[config.mk]
export PLATFORM = sky130hd
export DESIGN_NAME = posit_pack_es3
export DESIGN_NICKNAME = d
export VERILOG_FILES = /design/src/rtl/posit_pack_es3.sv
export SDC_FILE = /design/constraint.sdc
export NUM_CORES = 1
export LEC_CHECK = 0
export ABC_AREA = 1
export CORE_ASPECT_RATIO = 0.75
export CORE_MARGIN = 2
export CORE_UTILIZATION = 43
export CTS_CLUSTER_SIZE = 12
export DETAILED_ROUTE_END_ITERATION = 7
export SETUP_SLACK_MARGIN = 0.1
export SLEW_MARGIN = 25
export SYNTH_ARGS = -nofsm -noshare
export SYNTH_HDL_FRONTEND = slang
export SYNTH_SLANG_ARGS = --single-unit
[constraint.sdc]
create_clock -name clk -period 2.4 [get_ports clk]
set_input_delay 0.48 -clock clk [delete_from_list [all_inputs] [get_ports clk]]
set_output_delay 0.48 -clock clk [all_outputs]
set_load 0.02 [all_outputs]
[src/rtl/posit_pack_es3.sv]
`default_nettype none
// ============================================================================
// Module      : posit_pack_es3
// Description : Four-stage pipelined encoder that turns a raw sum
//               {sgn, scale, fraction, inf, zero} into a 32-bit, es=3 posit.
//               Rounds to nearest, ties to even, and saturates at
//               maxpos/minpos. Reports an inexact flag for each result.
// Revision    : 1.0 - initial release
// ============================================================================
module posit_pack_es3 #(
    parameter int NBITS = 32,
    parameter int ES    = 3
) (
    input  logic             clk,
    input  logic             rst_n,
    input  logic [42:0]      in_sum,
    input  logic             start,
    output logic [NBITS-1:0] result,
    output logic             inexact,
    output logic             done
);

    // maxpos is useed^30 = 2^240, and minpos is 2^-240. Any scale outside
    // this range can only encode to the saturation values.
    localparam logic signed [8:0] c_SCALE_MAX = 9'sd240;
    localparam logic signed [8:0] c_SCALE_MIN = -9'sd240;
    localparam logic [30:0]       c_MAG_MAX   = 31'h7FFF_FFFF;
    // Vector layout: {regime head (2), exponent (ES), fraction (31), 32 zero
    // pad bits}. The pad absorbs the maximum regime shift of 30, so no
    // dropped bit is ever lost before sticky is formed.
    localparam int                c_VW        = 65 + ES;

    // ---------------- Stage 1: capture and clamp ----------------
    logic signed [8:0] w_scale_in;
    logic signed [8:0] w_scale_clamped;
    logic              w_clamp;

    logic              r1_valid;
    logic              r1_sgn;
    logic [8:0]        r1_scale;
    logic [30:0]       r1_frac;
    logic              r1_inf;
    logic              r1_zero;
    logic              r1_clamp;

    // Clamp the incoming scale to the encodable range and remember that we did.
    always_comb begin
        w_scale_in      = $signed(in_sum[41:33]);
        w_scale_clamped = w_scale_in;
        w_clamp         = 1'b0;
        if (w_scale_in > c_SCALE_MAX) begin
            w_scale_clamped = c_SCALE_MAX;
            w_clamp         = 1'b1;
        end else if (w_scale_in < c_SCALE_MIN) begin
            w_scale_clamped = c_SCALE_MIN;
            w_clamp         = 1'b1;
        end
    end

    // Stage 1 register: data is loaded only for valid words.
    always_ff @(posedge clk or negedge rst_n) begin
        if (!rst_n) begin
            r1_valid <= 1'b0;
            r1_sgn   <= 1'b0;
            r1_scale <= '0;
            r1_frac  <= '0;
            r1_inf   <= 1'b0;
            r1_zero  <= 1'b0;
            r1_clamp <= 1'b0;
        end else begin
            r1_valid <= start;
            if (start) begin
                r1_sgn   <= in_sum[42];
                r1_scale <= w_scale_clamped;
                r1_frac  <= in_sum[32:2];
                r1_inf   <= in_sum[1];
                r1_zero  <= in_sum[0];
                r1_clamp <= w_clamp;
            end
        end
    end

    // ---------------- Stage 2: regime build and shift ----------------
    logic [8-ES:0]     w_k;
    logic [4:0]        w_sh;
    logic [c_VW-1:0]   w_vec;
    logic [c_VW-1:0]   w_shifted;

    logic              r2_valid;
    logic [30:0]       r2_mag;
    logic              r2_guard;
    logic              r2_sticky;
    logic              r2_sgn;
    logic              r2_inf;
    logic              r2_zero;
    logic              r2_clamp;

    // The regime is built by seeding the vector with {1,0} for k>=0 or
    // {0,1} for k<0. The vector is then arithmetically shifted by k or
    // (-k-1), which replicates the leading bit into the run.
    always_comb begin
        w_k       = r1_scale[8:ES];
        w_sh      = w_k[8-ES] ? ~w_k[4:0] : w_k[4:0];
        w_vec     = {~w_k[8-ES], w_k[8-ES], r1_scale[ES-1:0], r1_frac, 32'd0};
        w_shifted = $signed(w_vec) >>> w_sh;
    end

    // Stage 2 register: the 31 magnitude bits plus the guard and sticky bits.
    always_ff @(posedge clk or negedge rst_n) begin
        if (!rst_n) begin
            r2_valid  <= 1'b0;
            r2_mag    <= '0;
            r2_guard  <= 1'b0;
            r2_sticky <= 1'b0;
            r2_sgn    <= 1'b0;
            r2_inf    <= 1'b0;
            r2_zero   <= 1'b0;
            r2_clamp  <= 1'b0;
        end else begin
            r2_valid  <= r1_valid;
            r2_mag    <= w_shifted[c_VW-1 -: 31];
            r2_guard  <= w_shifted[c_VW-32];
            r2_sticky <= |w_shifted[c_VW-33:0];
            r2_sgn    <= r1_sgn;
            r2_inf    <= r1_inf;
            r2_zero   <= r1_zero;
            r2_clamp  <= r1_clamp;
        end
    end

    // ---------------- Stage 3: round to nearest even ----------------
    logic              w_inc;
    logic [30:0]       w_mag_rnd;

    logic              r3_valid;
    logic [30:0]       r3_mag;
    logic              r3_inexact;
    logic              r3_sgn;
    logic              r3_inf;
    logic              r3_zero;

    // Increment on guard&(lsb|sticky), but never past maxpos and never to zero.
    always_comb begin
        w_inc     = r2_guard & (r2_mag[0] | r2_sticky) & (r2_mag != c_MAG_MAX);
        w_mag_rnd = r2_mag + {30'd0, w_inc};
        if (w_mag_rnd == 31'd0) begin
            w_mag_rnd = 31'd1;
        end
    end

    // Stage 3 register: the rounded magnitude and the combined inexact flag.
    always_ff @(posedge clk or negedge rst_n) begin
        if (!rst_n) begin
            r3_valid   <= 1'b0;
            r3_mag     <= '0;
            r3_inexact <= 1'b0;
            r3_sgn     <= 1'b0;
            r3_inf     <= 1'b0;
            r3_zero    <= 1'b0;
        end else begin
            r3_valid   <= r2_valid;
            r3_mag     <= w_mag_rnd;
            r3_inexact <= r2_guard | r2_sticky | r2_clamp;
            r3_sgn     <= r2_sgn;
            r3_inf     <= r2_inf;
            r3_zero    <= r2_zero;
        end
    end

    // ---------------- Stage 4: sign and specials ----------------
    logic [NBITS-1:0]  w_pos;
    logic [NBITS-1:0]  w_res;
    logic              w_ix;

    // NaR takes priority over zero. Both are exact. Negative results are
    // the two's complement of the encoding.
    always_comb begin
        w_pos = {1'b0, r3_mag};
        w_res = r3_sgn ? (~w_pos + 1'b1) : w_pos;
        w_ix  = r3_inexact;
        if (r3_inf) begin
            w_res = {1'b1, {(NBITS-1){1'b0}}};
            w_ix  = 1'b0;
        end else if (r3_zero) begin
            w_res = '0;
            w_ix  = 1'b0;
        end
    end

    // Output register: result and inexact hold their last value between done pulses.
    always_ff @(posedge clk or negedge rst_n) begin
        if (!rst_n) begin
            done    <= 1'b0;
            result  <= '0;
            inexact <= 1'b0;
        end else begin
            done <= r3_valid;
            if (r3_valid) begin
                result  <= w_res;
                inexact <= w_ix;
            end
        end
    end

endmodule
`default_nettype wire

==> flow_metrics.py <==
metrics = {
    "critical_path": {
        "rr_endpoint": "r3_mag[0]",
        "ff2ff_path_depth": 21,
        "path_cells": "nand2_2 > nor3_4 > nand2_2 > nor4_2 > a31oi_2 > ha_2 > buf_6 > ha_4 > nand3_4 > inv_4 > nand2_4 > nor2_4 > nand3_4 > inv_4 > nand2_4 > xor2_2 > nor2_1 > nand2_1 > nor2_1 > nand3_1 > nand2_1",
        "end_kind": "flip-flop",
        "cp_top_family": "simple AND/OR/NAND/NOR gates",
        "r2r_setup_slack_ps": -210,
        "cp.required_ps": 2760,
        "r2r-start": "r2_mag[8]",
        "cpMaxStageDelayCell": "dfrtp_1",
        "crit_fanout": 4,
        "cpPeakStageDelay_ps": 390,
        "cp_num_buf_inv": 3,
        "arrival_ps": 2960,
        "worstSetupPathType": "reg -> reg",
        "start_kind": "flip-flop",
    },
    "timing": {
        "fin_worst_skew_ps": 12.64,
        "final_max_slew_viol_count": 0,
        "rsz0062_at_grt": "yes",
        "max-slew-margin-rel_pct": 62.40,
        "fin_crit_ps": 2607,
        "fmax_mhz": 383.6,
        "setup_ws_ps": -207.2,
        "min_period_over_period_pct": 108.6,
        "hold_slack_ps": 337.5,
        "hold_viol_final": 0,
        "tightest_slew_ps": 558.2,
        "setup_viol": 4,
    },
    "grt": {
        "grt_usage_pct": 26.58,
        "grt_pass1_vias": 7962,
        "antenna_found_initial": 0,
        "grt_first_pass_wirelength_um": 44300,
        "grt_max_degree": 45,
        "grt_overflow_total": 0,
    },
    "min_path": {
        "hold_path_class": "in -> reg",
        "min_to": "r1_frac[1]",
        "hold_start": "start",
        "whs_path_depth": 3,
    },
    "die": {
        "ios": 80,
        "start_util_pct": 43.84,
        "rows": 45,
        "die_h_um": 128.3,
        "dieArea_um2": 21790,
        "fp.coreArea_um2": 20210,
        "fp.dieW_um": 169.8,
    },
    "clock_tree": {
        "ctsLongestPathBuffers": 2,
        "insertion_delay_ps": 430,
        "clkSlewWorstSetupHoldPaths_ps": 70,
        "root_buffer": "clkbuf_16",
        "cts_buffers": 17,
        "htree_levels": 4,
        "cts_tree": "yes",
        "numClockSinks": 153,
    },
    "pwr": {
        "p_comb_share_pct": 40.4,
        "p_int_mw": 6.644,
        "switching_share_pct": 39.09,
        "p_leak_nw": 5.657,
        "p_clk_share_pct": 26.7,
        "power_switching_mw": 4.264,
        "max-vdd-ir-drop_v": 0.0005267,
        "p_per_area_nw_per_um2": 918.3,
        "p_seq_share_pct": 32.9,
    },
    "detailed_routing": {
        "ant_nets": 0,
        "vias_per_cell": 5.339,
        "drc": 0,
        "num_vias": 9018,
        "routed_wl_um": 29060,
        "first_pass_iters": 6,
        "routedWlPerCell_um": 17.20,
        "first_iter_violations": 897,
    },
    "synthesis": {
        "syn_area_per_cell_um2": 7.118,
        "synth-seq-cells": 153,
        "ys_seq_area_share_pct": 43.20,
        "yosys_warnings": 0,
        "ys_types": 42,
        "syn-cell-area_um2": 8862,
        "syn_inst": 1245,
        "syn_nets": 1295,
    },
    "flow_run": {
        "drv_cap": 0,
    },
    "finish": {
        "diodes": 0,
        "drive_gt1_share_pct": 17.54,
        "final_core_util_pct": 58.76,
        "nNetsFinal": 1468,
        "syn2layout_area_growth_pct": 34.02,
        "fillCellCount": 1883,
        "fin_area_um2": 11880,
    },
    "outcome": {
        "failed_checks": "setup timing",
        "status": "finished with violations",
    },
    "placed_design": {
        "hpwl_um": 21650,
        "placed_area_um2": 10550,
        "gp_congestion": 0.9718,
        "io_buffers": 79,
    },
}
==> layout make-up <==
class | instances | area (µm²) | area share [%]
Sequential cell | 153 | 3832 | 32.27
Multi-Input combinational cell | 951 | 4790 | 40.32
Tap cell | 258 | 322.8 | 2.718
Inverter | 86 | 330.3 | 2.781
Timing Repair Buffer | 209 | 1958 | 16.49
Clock buffer | 18 | 439.2 | 3.697
Clock inverter | 14 | 205.2 | 1.728
==> cell families (layout without fill, tap and decap cells) <==
kind of cell               count (synthesis)  after routing  synth area share [%]
AOI/OAI and AO/OA                        132            132                 8.033
xor gates and xnor gates                  30             30                 3.177
adders and majority gates                  4              4                0.5648
and+or+nand+nor                          785            785                 38.44
buffers and inverters                    141            327                 6.579
DFF                                      153            153                 43.20
==> through the flow <==
step | setup slack (ps) | std cells | TNS [ps] | total power, mW
3_3_place_gp | -130.1 | 1618 | -130.1 | 7.494
5_1_grt | -375.0 | 1689 | -1184 | 11.54
6_report | -207.2 | 1689 | -367.8 | 10.91
4_1_cts | -218.9 | 1667 | -218.9 | 10.54
2_1_floorplan | 104.4 | 1245 | 0 | 5.765
3_5_place_dp | -260.5 | 1618 | -295.9 | 7.500
==> cells in the mapped netlist, drive strengths merged <==
| master | number | area [µm²] |
|---|---|---|
| a21oi | 28 | 140.1 |
| a31oi | 5 | 31.28 |
| buf | 28 | 156.4 |
| nand2b | 1 | 6.260 |
| a22o | 1 | 8.760 |
| o31ai | 1 | 7.510 |
| o41ai | 3 | 26.28 |
| nand3b | 1 | 7.510 |
| nor4 | 5 | 31.28 |
| a32o | 3 | 30.03 |
| inv | 84 | 317.8 |
| a22oi | 3 | 22.52 |
| o21a | 1 | 7.510 |
| o21ai | 86 | 430.4 |
| nor3b | 1 | 7.510 |
| nor2 | 104 | 402.9 |
| and2 | 2 | 12.51 |
| dfrtp | 153 | 3829 |
| nand2 | 385 | 1453 |
| or3 | 1 | 6.260 |
| or2 | 6 | 37.54 |
| nor3 | 27 | 166.4 |
| ha | 4 | 50.05 |
| clkbuf | 27 | 101.4 |
| nand4 | 7 | 43.79 |
| nand3 | 244 | 1226 |
| and3 | 1 | 6.260 |
| xnor2 | 9 | 97.60 |
| clkinv | 2 | 7.510 |
| xor2 | 21 | 183.9 |
| o211ai | 1 | 7.510 |
==> worst max path at each step <==
stage,start,endpoint,slack (ps),depth (start not counted)
2_1_floorplan,r2_mag[4],r3_mag[0],100,20
3_3_place_gp,r2_mag[11],r3_mag[0],-130,21
3_5_place_dp,r2_mag[11],r3_mag[0],-260,21
4_1_cts,r2_mag[9],r3_mag[0],-220,21
5_1_grt,r2_mag[10],r3_mag[0],-380,21
6_report,r2_mag[8],r3_mag[0],-210,21
==> sequential cells by signal, indices dropped and copies added (netlist names), 9 cells and up <==
register and count:
r1_frac 31, r1_scale 9, r2_mag 31, r3_mag 31, result 32
==> timing repair <==
| item | CTS | global route |
|---|---|---|
| endpoints found under the hold margin | 40 | 0 |
| buffers inserted | 18 | 18 |
| gates resized for setup | 25 | 48 |
| gates cloned | 0 | 5 |
| hold buffers | 1 | 0 |
| pin swaps | 14 | 23 |
| endpoints found under the setup margin | 12 | 40 |
==> worst reg2reg max path, cell delays in order, from the launching register on <==
cell and delay, ps:
dfrtp_1 390, nand2_2 100, nor3_4 50, nand2_2 80
nor4_2 50, a31oi_2 200, ha_2 230, buf_6 100
ha_4 130, nand3_4 100, inv_4 80, nand2_4 70
nor2_4 140, nand3_4 120, inv_4 90, nand2_4 50
xor2_2 160, nor2_1 110, nand2_1 70, nor2_1 80
nand3_1 70, nand2_1 80
==> power groups by stage <==
stage	combinational, mW	clock, mW	sequential (mW)
floorplan	2.11	0	3.65
global placement	3.90	0	3.59
detailed placement	3.89	0	3.61
CTS	4.01	2.95	3.57
global route	4.81	3.08	3.65
finish	4.41	2.91	3.59
==> layer usage <==
layer / global-route usage, % / up-vias / routed length [µm]
met3: 6.490 / 17 / 2995
met1: 44.55 / 4171 / 15000
met4: 5.581 / 0 / 227
li1: - / 4435 / -
met2: 33.45 / 395 / 10840
met5: 0 / - / 0
==> placed cells by master (no fill, tap or decap), drive strengths merged, types with 2 or more instances in the layout <==
master	count
ha	4
and2	2
or2	6
nand3	244
a22oi	3
o21ai	86
nor2	104
nand2	385
inv	89
nor4	5
a21oi	28
dfrtp	153
buf	127
clkbuf	22
nor3	27
o41ai	3
clkdlybuf4s50	77
a31oi	5
a32o	3
xor2	21
nand4	7
clkinv	7
xnor2	9
bufinv	3
No activity file was read; power rests on OpenSTA's default activity.
